### src/rtl/alu_arbiter.sv
// Two-requester round-robin front end for a shared 32-bit ALU.
// Each request is registered, executed in one cycle and held on a response channel until it is accepted.

module alu #(
    parameter int N = 32
) (
    input  logic [N-1:0] a,
    input  logic [N-1:0] b,
    input  logic [1:0]   control,
    output logic [N-1:0] result,
    output logic         v,
    output logic         c,
    output logic         n,
    output logic         z
);
    logic [N-1:0] b_in;
    logic [N:0]   sum;
    logic [N-1:0] low;

    always_comb begin
        b_in = control[0] ? ~b : b;
        sum  = {1'b0, a} + {1'b0, b_in} + {{N{1'b0}}, control[0]};
        // carry into the sign bit; this is the V flag the datapath has always exported
        low  = {1'b0, a[N-2:0]} + {1'b0, b_in[N-2:0]} + {{(N-1){1'b0}}, control[0]};
        case (control)
            2'b10:   result = a & b;
            2'b11:   result = a | b;
            default: result = sum[N-1:0];
        endcase
        c = ~control[1] & sum[N];
        v = ~control[1] & low[N-1];
        n = result[N-1];
        z = ~|result;
    end
endmodule

// state | meaning
// IDLE  | waiting for a request; grants one requester per handshake
// EXEC  | operand registers drive the ALU; result captured at the edge
// RESP  | response registers valid until rsp_ready
module alu_arbiter #(
    parameter int N = 32
) (
    input  logic         clk,
    input  logic         reset,
    input  logic [1:0]   req_valid,
    output logic [1:0]   req_ready,
    input  logic [N-1:0] a0,
    input  logic [N-1:0] b0,
    input  logic [1:0]   control0,
    input  logic [N-1:0] a1,
    input  logic [N-1:0] b1,
    input  logic [1:0]   control1,
    output logic         rsp_valid,
    input  logic         rsp_ready,
    output logic         rsp_id,
    output logic [N-1:0] result,
    output logic         v,
    output logic         c,
    output logic         n,
    output logic         z,
    output logic [15:0]  count0,
    output logic [15:0]  count1
);
    localparam logic [1:0] IDLE = 2'd0;
    localparam logic [1:0] EXEC = 2'd1;
    localparam logic [1:0] RESP = 2'd2;

    logic [1:0]   state;
    logic         prio;
    logic [N-1:0] op_a;
    logic [N-1:0] op_b;
    logic [1:0]   op_ctl;
    logic         op_id;
    logic [N-1:0] alu_result;
    logic         alu_v;
    logic         alu_c;
    logic         alu_n;
    logic         alu_z;

    alu #(.N(N)) u_alu (
        .a       (op_a),
        .b       (op_b),
        .control (op_ctl),
        .result  (alu_result),
        .v       (alu_v),
        .c       (alu_c),
        .n       (alu_n),
        .z       (alu_z)
    );

    always_comb begin
        req_ready = 2'b00;
        if (!reset && state == IDLE) begin
            case (req_valid)
                2'b01:   req_ready = 2'b01;
                2'b10:   req_ready = 2'b10;
                2'b11:   req_ready = prio ? 2'b10 : 2'b01;
                default: req_ready = 2'b00;
            endcase
        end
    end

    always_ff @(posedge clk) begin
        if (reset) begin
            state     <= IDLE;
            prio      <= 1'b0;
            op_a      <= '0;
            op_b      <= '0;
            op_ctl    <= 2'b00;
            op_id     <= 1'b0;
            rsp_valid <= 1'b0;
            rsp_id    <= 1'b0;
            result    <= '0;
            v         <= 1'b0;
            c         <= 1'b0;
            n         <= 1'b0;
            z         <= 1'b0;
            count0    <= 16'h0000;
            count1    <= 16'h0000;
        end else begin
            case (state)
                IDLE: begin
                    if (|req_ready) begin
                        op_a   <= req_ready[1] ? a1 : a0;
                        op_b   <= req_ready[1] ? b1 : b0;
                        op_ctl <= req_ready[1] ? control1 : control0;
                        op_id  <= req_ready[1];
                        prio   <= ~req_ready[1];
                        state  <= EXEC;
                    end
                end
                EXEC: begin
                    result    <= alu_result;
                    v         <= alu_v;
                    c         <= alu_c;
                    n         <= alu_n;
                    z         <= alu_z;
                    rsp_id    <= op_id;
                    rsp_valid <= 1'b1;
                    state     <= RESP;
                end
                RESP: begin
                    if (rsp_ready) begin
                        rsp_valid <= 1'b0;
                        if (rsp_id) count1 <= count1 + 16'd1;
                        else        count0 <= count0 + 16'd1;
                        state <= IDLE;
                    end
                end
                default: state <= IDLE;
            endcase
        end
    end
endmodule

### config.mk
export PLATFORM = sky130hd
export DESIGN_NAME = alu_arbiter
export DESIGN_NICKNAME = d
export VERILOG_FILES = /design/src/rtl/alu_arbiter.sv
export SDC_FILE = /design/constraint.sdc
export NUM_CORES = 1
export LEC_CHECK = 0
export BUFFER_PORTS_ARGS = -buffer_cell sky130_fd_sc_hd__buf_2
export CORE_MARGIN = 4
export CORE_UTILIZATION = 56
export CTS_CLUSTER_DIAMETER = 150
export DETAILED_ROUTE_END_ITERATION = 10
export PLACE_DENSITY_LB_ADDON = 0.12
export SLEW_MARGIN = 20
export SYNTH_ARGS = -nofsm -noshare
export SYNTH_HDL_FRONTEND = slang
export SYNTH_SLANG_ARGS = --single-unit
### constraint.sdc
create_clock -name clk -period 14.1 [get_ports clk]
set_input_delay 1.41 -clock clk [delete_from_list [all_inputs] [get_ports clk]]
set_output_delay 1.41 -clock clk [all_outputs]
set_load 0.01 [all_outputs]
==> impl_metrics.tcl <==
set metrics [dict create \
    ys_seq_elements 139 \
    route.detailed.drc 0 \
    grt_first_pass_wirelength_microns 36400 \
    core-area_sq_um 14600 \
    worst-setup-path-type "in2out" \
    clock_path_buffers 2 \
    placed_cell_area_sq_um 9480 \
    synth_top_area_cell "dfxtp_1" \
    seq_area_frac_synth_pct 33.0 \
    cts_buffers 17 \
    filler_cell_count 1307 \
    wire_per_inst_microns 16.2 \
    num_io_pins 209 \
    drive_gt1_share_pct 21.3 \
    tritoncts "yes" \
    p_per_area_nw_per_um2 121 \
    synth_edf_count 0 \
    dr_wl_met3_microns 1690 \
    antenna_found_initial 0 \
    status "completed" \
    synthCells 1061 \
    maxUsedRoutingLayer "met4" \
    num_rows 44 \
    yosys_most_used_dff "dfxtp_1" \
    vias_per_cell 5.79 \
    hold_ws_ns 0.450 \
    grt_max_degree 76 \
    cts_resized 0 \
    io_buffers 208 \
    yosysWarningCount 0 \
    die_w_microns 131 \
    tns_ns 0 \
    max_freq_ghz 0.205 \
    cp-end-kind "output port" \
    stdcell_area_sq_um 10100 \
    worst_setup_path_start_kind "input pin" \
    multi_input_area_sq_um 5320 \
    initial_utilization_pct 57.5 \
    setup_violations 0 \
    crit_slowest_cell "nand3_1" \
    num_vias 8227 \
    hpwl_microns 17400 \
    tightest_slew_ns 0.878 \
    synth.avg_cell_area_sq_um 7.94 \
    layout.area.seq_sq_um 2790 \
    path_clk_slew_ns 0.06 \
    final_common_cell "buf_2" \
    hold_viol_final 0 \
    wl_met1_microns 11300 \
    drt_iter0_drc 632 \
    grt_pass1_vias 7272 \
    grt_usage_pct 26.7 \
    gp_congestion 0.949 \
    period_share_pct 34.5 \
    yosysUniqueCellTypes 70 \
    clock_latency_ns 0.43 \
    post_cts_buffers 0 \
    final_nets 1399 \
    synthesis.nets 1236 \
    syn2layout_area_growth_pct 19.4 \
    maxCapViolations 0 \
    root_buffer "clkbuf_16" \
    relSlewSlack_pct 41.5 \
    htreeDepth 4 \
    die-area_sq_um 17100 \
    crit_fanout 61 \
    cts_hold_buf 0 \
    grt-ovfl-total 0 \
    synthTopCellsByArea "dfxtp_1 (33%), a21oi_1 (6.7%), xor2_1 (6.3%)" \
    arrival_ns 3.46 \
    drtAntennaViolNets 0 \
    cpMostUsedCell "buf_4" \
    final_cell_mix "buf_2 (207), nand2_1 (139), dfxtp_1 (137), a21oi_1 (113), nor2_1 (102)" \
    detail_route.wirelength_microns 23100 \
    drt_pass1_iterations 5 \
    irDropWorstVdd_v 0.000102 \
    wl_met2_microns 9840 \
    yosys.area.top_type_share_pct 33.0 \
    die_h_microns 131 \
    power.leakage_nw 4.39 \
    drv_slew 0 \
    clock_skew_ns 0.0117 \
    slowest_delay_ns 0.58 \
    crit_required_ns 12.69 \
    async_reset_ff_share_pct 0 \
    path_cells "buf_4 > nor3_1 > nand3_1 > inv_2 > buf_4 > buf_2" \
    cts.sink_count 139 \
    antenna_cells 0 \
    min_period_ns 4.87 \
    hold_class "reg2reg" \
    synth_area_sq_um 8420 \
    rsz0062_at_grt "no" \
]
[cell families after synthesis]
family	Yosys count	synth area share, %
DFF	139	33.0
AOI/OAI and AO/OA	322	24.7
buffers and inverters	84	4.07
muxes	19	2.42
and+or+nand+nor	358	19.1
xor gates and xnor gates	78	8.20
adders and majority gates	61	8.47
[critical path: cells and delay by family]
kind / cells / cell delay [ns]
buffers and inverters: 4 / 1.17
and+or+nand+nor: 2 / 0.84
[cell type report]
cell class	instances	share of cell area, %
multi-input cells	838	52.9
flip-flops and latches	139	27.7
repair buffers	215	10.9
inverters	13	0.485
clock inverters	15	1.53
clock buffers	17	4.23
well taps	184	2.29
[per-stage QoR]
step	power (mW)	worst slack [ns]	std cells	util [%]
global route	1.28	9.02	1421	68.7
floorplan	0.681	9.33	1061	-
CTS	1.22	9.23	1421	68.7
finish	1.21	9.23	1421	68.7
global placement	0.771	9.29	1389	64.7
detailed placement	0.776	9.25	1389	64.7
[registers in the layout (all words and copies together) (netlist names), 2 cells and up]
name,cells
op_ctl,2
op_a,32
count0,16
op_b,32
count1,16
result,32
state,2
[Yosys cell counts (10+ instances only)]
| cell type | number |
|---|---|
| nand4_1 | 10 |
| dfxtp_1 | 139 |
| ha_1 | 37 |
| nand3_1 | 21 |
| a21o_1 | 12 |
| nand2_1 | 139 |
| maj3_1 | 23 |
| inv_1 | 13 |
| and3_1 | 14 |
| xnor2_1 | 16 |
| a21oi_1 | 113 |
| nor3_1 | 22 |
| mux2i_1 | 17 |
| o21ai_0 | 50 |
| xor2_1 | 61 |
| nor2_1 | 103 |
| or3_1 | 12 |
| a211oi_1 | 28 |
| a22oi_1 | 57 |
| clkbuf_1 | 54 |
[path summary, 6_finish.rpt]
path                            startpoint  cells after the start  slack, ns      endpoint
worst max register to register   op_ctl[0]                     13       9.75             z
worst min-delay path             result[9]                      2       0.45     result[9]
worst min register to register   result[9]                      2       0.45     result[9]
worst max-delay path                 reset                      6       9.23  req_ready[1]
[per-layer routing]
layer / vias up / GRT usage, %
li1: 4133 / -
met1: 3786 / 41.0
met2: 282 / 38.6
met3: 26 / 4.76
met4: 0 / 6.53
met5: - / 0
[where the power goes]
part           internal [mW]  switching (mW)
logic                  0.127           0.192
clock network          0.249           0.190
registers              0.425          0.0304
total                  0.801           0.412
No activity file was read; power rests on OpenSTA's default activity.
